===== config.mk =====
export PLATFORM = sky130hd
export DESIGN_NAME = bw_icache_inv_ctrl
export DESIGN_NICKNAME = d
export VERILOG_FILES = /design/src/rtl/rfBlackWidowPkg.sv /design/src/rtl/bw_inv_fifo.sv /design/src/rtl/bw_icache_inv_ctrl.sv
export SDC_FILE = /design/constraint.sdc
export NUM_CORES = 1
export LEC_CHECK = 0
export BUFFER_PORTS_ARGS = -buffer_cell sky130_fd_sc_hd__buf_2
export CAP_MARGIN = 10
export CORE_MARGIN = 4
export CORE_UTILIZATION = 41
export DETAILED_ROUTE_END_ITERATION = 10
export GPL_TIMING_DRIVEN = 1
export PLACE_DENSITY = 0.71
export REMOVE_ABC_BUFFERS = 1
export SYNTH_ARGS = -nofsm -noshare
export SYNTH_HDL_FRONTEND = slang
export SYNTH_SLANG_ARGS = --single-unit

===== constraint.sdc =====
create_clock -name clk -period 6.7 [get_ports clk]
set_input_delay 1.34 -clock clk [delete_from_list [all_inputs] [get_ports clk]]
set_output_delay 1.34 -clock clk [all_outputs]
set_load 0.01 [all_outputs]

===== src/rtl/rfBlackWidowPkg.sv =====
// Shared BlackWidow definitions used by the I-cache invalidation sequencer.
package rfBlackWidowPkg;

    // Valid-array invalidate opcodes as seen on the CSR cache-control path.
    localparam logic [1:0] INV_LINE    = 2'b01;
    localparam logic [1:0] INV_ALL     = 2'b10;

    // Byte offset width of an I-cache line (128-byte lines).
    localparam int         IC_LINE_OFS = 7;

    // Consecutive snoop issues tolerated while a CSR line request waits.
    localparam logic [2:0] FAIR_LIMIT  = 3'd4;

    typedef enum logic [1:0] {ST_IDLE, ST_ISSUE, ST_HOLD} inv_state_t;
    typedef enum logic {SRC_SNP, SRC_CSR} inv_src_t;

endpackage


===== src/rtl/bw_inv_fifo.sv =====
// Small synchronous FIFO for snoop line addresses. Flush empties it, but an
// entry pushed in the flush cycle survives as the sole entry.
module bw_inv_fifo #(
    parameter int DEPTH = 4,
    parameter int W     = 25
) (
    input  logic         clk,
    input  logic         rst,
    input  logic         push,
    input  logic [W-1:0] din,
    input  logic         pop,
    input  logic         flush,
    output logic         full,
    output logic         empty,
    output logic [W-1:0] head,
    output logic [W-1:0] tail
);
    localparam int AW = $clog2(DEPTH);
    localparam logic [AW:0] FULL_CNT = (AW+1)'(DEPTH);

    logic [W-1:0]  mem [DEPTH];
    logic [AW-1:0] rptr, wptr, tptr;
    logic [AW:0]   cnt;

    assign full  = (cnt == FULL_CNT);
    assign empty = (cnt == '0);
    assign tptr  = wptr - AW'(1);
    assign head  = mem[rptr];
    assign tail  = mem[tptr];

    // Pointer and occupancy bookkeeping; flush restarts at slot 0.
    always_ff @(posedge clk) begin
        if (rst) begin
            rptr <= '0;
            wptr <= '0;
            cnt  <= '0;
        end else if (flush) begin
            rptr <= '0;
            wptr <= push ? AW'(1) : '0;
            cnt  <= push ? (AW+1)'(1) : '0;
        end else begin
            if (push) wptr <= wptr + AW'(1);
            if (pop)  rptr <= rptr + AW'(1);
            case ({push, pop})
                2'b10:   cnt <= cnt + (AW+1)'(1);
                2'b01:   cnt <= cnt - (AW+1)'(1);
                default: ;
            endcase
        end
    end

    // Storage write; a push during flush lands where the reset pointer points.
    always_ff @(posedge clk) begin
        if (push) mem[flush ? '0 : wptr] <= din;
    end

endmodule


===== src/rtl/bw_icache_inv_ctrl.sv =====
// I-cache valid-array invalidation sequencer: arbitrates CSR and snoop
// invalidates, defers around refill writes and flags stale refills.
module bw_icache_inv_ctrl
    import rfBlackWidowPkg::*;
#(
    parameter int AWID      = 32,
    parameter int LINES     = 128,
    parameter int SNP_DEPTH = 4
) (
    input  logic            clk,
    input  logic            rst,
    input  logic            csr_req,
    input  logic [1:0]      csr_op,
    input  logic [AWID-1:0] csr_adr,
    output logic            csr_ack,
    input  logic            snp_valid,
    input  logic [AWID-1:0] snp_adr,
    output logic            snp_ready,
    input  logic            fill_wr,
    input  logic            refill_busy,
    input  logic [AWID-1:0] refill_adr,
    output logic            refill_stale,
    output logic            inv_ce,
    output logic            inv_line,
    output logic            inv_all,
    output logic [AWID-1:0] inv_adr,
    output logic            busy
);
    localparam int LW = AWID - IC_LINE_OFS;

    if (AWID < IC_LINE_OFS + $clog2(LINES)) begin : g_bad_awid
        $error("bw_icache_inv_ctrl: AWID too small for LINES");
    end

    inv_state_t      state_q, state_d;
    inv_src_t        src_q, src_d;
    logic [1:0]      op_q, op_d;
    logic [LW-1:0]   line_q, line_d;
    logic [2:0]      streak_q, streak_d;
    logic [LW-1:0]   snp_line, fifo_head, fifo_tail;
    logic            fifo_push, fifo_pop, fifo_flush, fifo_full, fifo_empty, merge;
    logic            csr_all, csr_ln, fair, go, enter;
    logic            ce_d, line_o_d, all_d, ack_d, stale_d;
    logic [AWID-1:0] adr_d;
    logic            unused_ofs;

    // Offset bits never matter: every compare and issue is line-granular.
    assign unused_ofs = ^{csr_adr[IC_LINE_OFS-1:0], snp_adr[IC_LINE_OFS-1:0],
                          refill_adr[IC_LINE_OFS-1:0]};

    assign snp_line   = snp_adr[AWID-1:IC_LINE_OFS];
    assign fifo_pop   = (state_q == ST_ISSUE) && (src_q == SRC_SNP);
    assign fifo_flush = (state_q == ST_ISSUE) && (src_q == SRC_CSR) && (op_q == INV_ALL);
    // Only merge into an entry that is neither leaving nor being flushed.
    assign merge      = !fifo_empty && !fifo_flush && !fifo_pop && (fifo_tail == snp_line);
    assign snp_ready  = !fifo_full;
    assign fifo_push  = snp_valid && !fifo_full && !merge;

    assign csr_all = csr_req && (csr_op == INV_ALL);
    assign csr_ln  = csr_req && (csr_op == INV_LINE);
    assign fair    = csr_ln && (streak_q == FAIR_LIMIT);
    assign busy    = !fifo_empty || (csr_req && !csr_ack) || (state_q != ST_IDLE);

    bw_inv_fifo #(.DEPTH(SNP_DEPTH), .W(LW)) u_fifo (
        .clk   (clk),
        .rst   (rst),
        .push  (fifo_push),
        .din   (snp_line),
        .pop   (fifo_pop),
        .flush (fifo_flush),
        .full  (fifo_full),
        .empty (fifo_empty),
        .head  (fifo_head),
        .tail  (fifo_tail)
    );

    // Source selection, fill deferral and next-cycle valid-array drive.
    always_comb begin
        state_d  = state_q;
        src_d    = src_q;
        op_d     = op_q;
        line_d   = line_q;
        streak_d = streak_q;
        go       = 1'b0;
        case (state_q)
            ST_IDLE: begin
                if (csr_all) begin
                    src_d  = SRC_CSR;
                    op_d   = INV_ALL;
                    line_d = '0;
                    go     = 1'b1;
                end else if (!fifo_empty && !fair) begin
                    src_d    = SRC_SNP;
                    op_d     = INV_LINE;
                    line_d   = fifo_head;
                    go       = 1'b1;
                    streak_d = csr_ln ? streak_q + 3'd1 : '0;
                end else if (csr_req) begin
                    src_d    = SRC_CSR;
                    op_d     = csr_op;
                    line_d   = csr_adr[AWID-1:IC_LINE_OFS];
                    go       = 1'b1;
                    streak_d = '0;
                end
                if (go) state_d = fill_wr ? ST_HOLD : ST_ISSUE;
            end
            ST_HOLD: state_d = fill_wr ? ST_HOLD : ST_ISSUE;
            default: state_d = ST_IDLE;
        endcase

        enter    = (state_d == ST_ISSUE);
        line_o_d = enter && (op_d == INV_LINE);
        all_d    = enter && (op_d == INV_ALL);
        ce_d     = line_o_d || all_d;
        ack_d    = enter && (src_d == SRC_CSR);
        adr_d    = line_o_d ? {line_d, {IC_LINE_OFS{1'b0}}} : '0;
        stale_d  = refill_busy && (all_d ||
                   (line_o_d && (line_d == refill_adr[AWID-1:IC_LINE_OFS])));
    end

    // State and registered valid-array / handshake outputs.
    always_ff @(posedge clk) begin
        if (rst) begin
            state_q      <= ST_IDLE;
            src_q        <= SRC_SNP;
            op_q         <= '0;
            line_q       <= '0;
            streak_q     <= '0;
            inv_ce       <= 1'b0;
            inv_line     <= 1'b0;
            inv_all      <= 1'b0;
            inv_adr      <= '0;
            csr_ack      <= 1'b0;
            refill_stale <= 1'b0;
        end else begin
            state_q      <= state_d;
            src_q        <= src_d;
            op_q         <= op_d;
            line_q       <= line_d;
            streak_q     <= streak_d;
            inv_ce       <= ce_d;
            inv_line     <= line_o_d;
            inv_all      <= all_d;
            inv_adr      <= adr_d;
            csr_ack      <= ack_d;
            refill_stale <= stale_d;
        end
    end

endmodule


==> results of run 1 <==
[kinds of logic after synthesis]
group	Yosys count	share of synthesized area (%)
muxes	88	16.12
buffers and inverters	82	4.365
adders and majority gates	3	0.5069
and+or+nand+nor	213	11.42
DFF	172	50.01
xor gates and xnor gates	28	2.760
other	1	0.04220
AOI/OAI and AO/OA	185	14.77
[final cells by class]
| class | count | area [sq um] |
|---|---|---|
| clock buffer | 19 | 432.9 |
| fill | 1879 | 10860 |
| tap | 275 | 344.1 |
| timing repair buffer | 129 | 683.2 |
| multi-input combinational | 524 | 4100 |
| clock inverter | 13 | 156.4 |
| sequential | 172 | 4447 |
| inverter | 35 | 131.4 |
[sequential cells by signal (all words and copies together), names as in the netlist, 2 cells and up, named ones only]
name,flops
line_q,25
op_q,2
inv_adr,25
u_fifo.mem,100
streak_q,3
state_q,2
u_fifo.cnt,3
u_fifo.wptr,2
u_fifo.rptr,2
[worst max-delay path, cell delays in order, from the launching register on]
cell and delay (ns):
dfxtp_2 0.31, buf_4 0.56, mux4_1 0.68, xnor2_1 0.17
nand4_1 0.15, nor4_4 0.08, o2111ai_4 0.19, nand2_4 0.13
nor3_2 0.74, buf_4 0.40
[cells in the mapped netlist (10+ instances only)]
cell type	count
nor2_1	97
o21a_1	10
nand3_1	12
xor2_1	10
dfxtp_1	72
clkbuf_1	21
mux4_2	38
o22ai_1	16
o21ai_0	14
nand2_1	41
a31oi_1	12
nor3_1	12
mux2i_1	37
a21oi_1	41
a211oi_1	20
inv_1	35
edfxtp_1	100
xnor2_1	18
[stage by stage]
step | instances | util (%) | setup WS (ns) | hold slack (ns)
finish | 1167 | 48.67 | 2.937 | 0.4885
global route | 1167 | 48.67 | 2.708 | 0.5318
CTS | 1167 | 48.67 | 2.846 | 0.4882
detailed placement | 1135 | 45.88 | 2.733 | 0.4793
global placement | 1135 | 45.88 | 2.649 | 0.4655
floorplan | 731 | - | 0.9963 | 0.4516
[per-layer routing]
| metal | track usage [%] | vias up | part of all wire, % |
|---|---|---|---|
| li1 | - | 3178 | - |
| met1 | 28.01 | 3392 | 42 |
| met2 | 32.70 | 364 | 46 |
| met3 | 5.174 | 53 | 9.4 |
| met4 | 6.461 | 2 | 2.6 |
| met5 | 0 | - | 0.052 |
[how the worst max path moves through the flow]
stage	to	slack (ns)	start	cells after the start
global route	u_fifo.mem[3][0]	2.71	u_fifo.wptr[0]	9
global placement	u_fifo.mem[3][10]	2.65	snp_adr[24]	8
detailed placement	u_fifo.mem[3][10]	2.73	snp_adr[24]	8
finish	u_fifo.mem[3][0]	2.94	u_fifo.wptr[0]	9
CTS	u_fifo.mem[3][0]	2.85	u_fifo.wptr[0]	9
floorplan	u_fifo.mem[2][0]	1.0	u_fifo.wptr[0]	7
[power breakdown]
group / internal [mW] / switching [mW]
clock network: 0.560 / 0.433
logic: 0.264 / 0.409
registers: 1.20 / 0.0633
total: 2.02 / 0.905
[cells in the final DEF (no fill, tap or decap), types with 7 or more instances in the layout]
master	instances
mux2_2	9
dfxtp_1	70
o22ai_1	16
a31oi_1	12
a22oi_1	7
nand2_1	41
mux2i_1	37
inv_1	35
nand3_1	12
clkbuf_16	17
edfxtp_1	100
buf_4	15
a211oi_1	20
a221oi_1	8
o21a_1	10
a21oi_1	41
nand2b_1	8
nor3_1	10
xor2_1	10
buf_2	114
mux4_2	38
o21ai_0	14
nor2_1	96
nand4_1	9
conb_1	7
xnor2_1	18
==> out/metrics.csv, run 1 <==
metric,value,unit
status,finished clean,
Synth area leader,edfxtp_1,
sequential fraction of the synthesis area,50.01,%
final hold vios,0,
P per Cell Area,284.6,nW/um^2
detailed-route wire length,24880,um
layout cells sized above 1,24.89,%
RR Endpoint,u_fifo.mem[3][0],
share of flip-flops with an asynchronous set or reset,0,%
DRT Pass-1 Iters,5,
Die H,155.2,um
RR Startpoint,u_fifo.wptr[0],
yosys warns,0,
setup_tns,0,ns
Worst Hold Launch,streak_q[1],
Post-CTS Setup Repair Bufs,0,
Core Area,21150,sq um
hold bufs inserted after CTS,0,
Final setup viols,0,
# clock sinks,172,
final HPWL from detailed placement,18270,um
Mean Syn Cell Area,11.51,sq um
hold-critical path depth,2,
Core Rows,53,
Tot Pwr,2.930,mW
crit start category,flip-flop,
Clock Latency Late Sink,0.43,ns
final net count,986,
area post-placement,9706,sq um
largest net degree at the start of global routing,43,
via-per-instance ratio,5.989,
Peak Freq,265.8,MHz
via count,6989,
gr usage total,20.61,%
Worst Hold Class,reg2reg,
Worst-path clk slew,0.07,ns
initial antenna violation count,1,
CP Max Fanout,41,
initial DRC count,689,
Synth cell types,75,
minimum clock period,3.763,ns
Synth Register Bits,172,
CTS Buffer Depth,2,
fin area,10290,sq um
number of synthesized flops with an enable pin,100,
Crit. End Element,flip-flop,
I/O pins,143,
Post-Syn Area,8886,sq um
routed len/inst,21.32,um
Critical Path RT,6.81,ns
Max-Cap Viols,0,
FF-to-FF path depth,9,
vias in the first global route,6727,
Worst Skew,0.01003,ns
post-synth top area share,33.79,%
gpl congestion,0.9928,
TritonCTS buffer count,17,
Post-Synthesis Cells,772,
LEAKAGE,3.818,nW
"Slew Viols, Final",0,
r2r setup slk,2.94,ns
WS Path Type,reg2reg,
WP data arrival,3.87,ns
Root Buffer Master,clkbuf_16,
hold endpoint,streak_q[1],
CTS tree,built,
grt ovf,0,
worst vdd ir,0.1710,mV
DIE WIDTH,155.2,um
first-pass GRT wire length,38070,um
H-tree depth,4,
top_reg_cell synth,edfxtp_1,
DRC Markers,0,
Buffers on Ports,114,
Layout area overhead,15.85,%
initial core utilization,42.01,%
post-route ant nets,0,
Die ar.,24090,sq um
n_diodes,0,
post_cts resized,0,
RSZ-0062 raised after global routing,no,
worst-margin pin slew,1.126,ns
max_slew headroom,24.95,%
fin crit share,56.16,%
largest cells by area after synthesis,"edfxtp_1 (34%), dfxtp_1 (16%), mux4_2 (9.6%)",
No activity file was read; power rests on OpenSTA's default activity.
==> run 2: changes to the inputs <==
==> constraint.sdc (replaced) <==
create_clock -name clk -period 3.8 [get_ports clk]
set_input_delay 0.76 -clock clk [delete_from_list [all_inputs] [get_ports clk]]
set_output_delay 0.76 -clock clk [all_outputs]
set_load 0.01 [all_outputs]
==> run 2 against run 1 <==
Die area stayed put. Largest power group unchanged. Critical path depth stayed put. Clock power is 76% higher. Core utilization is 0.80 points higher. Global-route usage is 1.4 points higher. Critical endpoint is now u_fifo.mem[3][15]. First-iteration DRC count is 2.0% lower. Register-to-register slack worse by 2.4 ns. Non-clock buffer count is 19 higher. Highest routed layer unchanged. Sequential share of layout area is 0.70 points lower.
==> out/metrics.csv, run 2 (synthesis gave the netlist of run 1 again) <==
metric,value,unit,change
status,finished clean,,
largest register by flop count,u_fifo.mem,,
largest net degree at the start of global routing,36,,-16%
post_cts resized,0,,unchanged
final hold vios,0,,unchanged
initial antenna violation count,2,,+1
via-per-instance ratio,6.086,,+1.6%
area post-placement,9873,sq um,+1.7%
final net count,1005,,+1.9%
Root Buffer Master,clkbuf_16,,
FF+latch area,4447,sq um,unchanged
CP Max Fanout,22,,-46%
Cells after DPL,1154,,+1.7%
Peak Freq,311.1,MHz,+17%
# clock sinks,172,,unchanged
CTS Buffer Depth,2,,unchanged
Core Area,21150,sq um,unchanged
largest registers,"u_fifo.mem x100, inv_adr x25, line_q x25",,
Max-Cap Viols,0,,unchanged
hold bufs inserted after CTS,0,,unchanged
P_sw,1.677,mW,+85%
final HPWL from detailed placement,19890,um,+8.9%
Worst-path clk slew,0.07,ns,about the same
H-tree depth,4,,unchanged
Core Rows,53,,unchanged
Largest register FFs,100,,unchanged
max_slew headroom,46.98,%,+22 points
Worst Skew,0.01342,ns,+0.003389 ns
crit start category,flip-flop,,
I/O pins,143,,unchanged
vias in the first global route,6983,,+3.8%
P per Cell Area,501.2,nW/um^2,+76%
Die H,155.2,um,unchanged
worst-margin pin slew,0.7942,ns,-0.3316 ns
RSZ-0062 raised after global routing,no,,
Layout area overhead,17.77,%,
initial DRC count,675,,-2.0%
TritonCTS buffer count,17,,unchanged
DRT Pass-1 Iters,5,,unchanged
switching part of the total,31.96,%,+1.1 points
multi-input logic area,4100,sq um,unchanged
fin crit share,84.60,%,+28 points
first-pass GRT wire length,40370,um,+6.0%
worst vdd ir,0.3170,mV,+85%
routed len/inst,22.55,um,+5.8%
Final setup viols,0,,unchanged
CTS tree,built,,
DIE WIDTH,155.2,um,unchanged
grt ovf,0,,unchanged
Worst Hold Class,reg2reg,,
WS Path Type,reg2reg,,
n_diodes,0,,unchanged
initial core utilization,42.01,%,unchanged
LEAKAGE,3.927,nW,+2.9%
r2r setup slk,0.59,ns,-2.35 ns
Buffers on Ports,114,,unchanged
Clock Latency Late Sink,0.44,ns,about the same
fin area,10470,sq um,+1.7%
most frequent cells in the layout,"buf_2 (114), edfxtp_1 (100), nor2_1 (96), dfxtp_1 (70)",,
detailed-route wire length,26750,um,+7.5%
fin cells,1186,,+1.6%
Seq pwr share,43.0,%,-0.2 points
Critical Path RT,3.94,ns,-2.87 ns
Crit. End Element,flip-flop,,
Pint,3.569,mW,+76%
layout cells sized above 1,26.67,%,+1.8 points
WP data arrival,3.36,ns,-0.51 ns
post-route ant nets,0,,unchanged
Die ar.,24090,sq um,unchanged
minimum clock period,3.215,ns,-0.5481 ns
clock share of power,33.4,%,-0.5 points
gpl congestion,0.9966,,+0.38%
"Slew Viols, Final",0,,unchanged
"most common cell after layout, fill and taps aside",buf_2,,
Post-CTS Setup Repair Bufs,0,,unchanged
via count,7218,,+3.3%
FILL cells,1893,,+0.75%
DRC Markers,0,,unchanged
setup_tns,0,ns,unchanged
gr usage total,21.98,%,+1.4 points
Gate power share,23.7,%,+0.7 points
==> run 2: changes by cell type in the layout (fill, tap and decap cells not counted) <==
cell | before | now
buf_12 | 0 | 2
clkinvlp_4 | 2 | 1
bufinv_16 | 2 | 1
inv_6 | 1 | 4
clkbuf_1 | 2 | 0
clkinv_4 | 2 | 1
clkinv_8 | 0 | 1
buf_4 | 15 | 32
clkbuf_8 | 0 | 1
==> run 2: power by group through the flow <==
stage	sequential, mW	combinational (mW)	clock (mW)
after floorplan	2.27	0.745	0
after CTS	2.25	1.23	1.78
final	2.25	1.24	1.75
after global placement	2.28	1.21	0
after global routing	2.27	1.34	1.85
after detailed placement	2.29	1.22	0
==> run 2: path summary, 6_finish.rpt <==
check | to | from | cells past startpoint
max | u_fifo.mem[3][15] | u_fifo.wptr[0] | 9
min reg2reg | streak_q[1] | streak_q[1] | 2
max reg2reg | u_fifo.mem[3][15] | u_fifo.wptr[0] | 9
min | streak_q[1] | streak_q[1] | 2
==> run 2: cell type report <==
type / count / area share (%)
multi-input cells: 524 / 39.18
flip-flops and latches: 172 / 42.49
clock buffers: 18 / 4.197
inverters: 35 / 1.255
well taps: 275 / 3.288
repair buffers: 148 / 8.130
clock inverters: 14 / 1.459
==> run 2: layer usage <==
layer / vias to the layer above / global-route usage [%] / routed length, um / part of all wire, %
li1: 3219 / - / - / -
met4: 4 / 7.795 / 781 / 2.9
met1: 3526 / 29.47 / 10780 / 40
met5: - / 0 / 30 / 0.11
met2: 399 / 35.29 / 12550 / 47
met3: 70 / 5.007 / 2599 / 9.7
==> run 2: worst max-delay path: stages (launching register included) <==
cell	delay, ns
dfxtp_2	0.58
buf_4	0.31
mux4_1	0.61
xnor2_1	0.16
nand4b_1	0.13
a211oi_2	0.06
o2111ai_4	0.18
nand2_4	0.14
nor3_2	0.46
buf_12	0.25
==> run 2: through the flow <==
stage	power, mW	utilization (%)	hold WS [ns]	worst slack, ns
3_3_place_gp	3.492	46.67	0.4660	0.4939
4_1_cts	5.254	49.47	0.4882	0.5603
5_1_grt	5.462	49.47	0.5077	0.4224
6_report	5.245	49.47	0.4812	0.5853
3_5_place_dp	3.509	46.67	0.4783	0.4827
2_1_floorplan	3.019	-	0.4516	-1.904
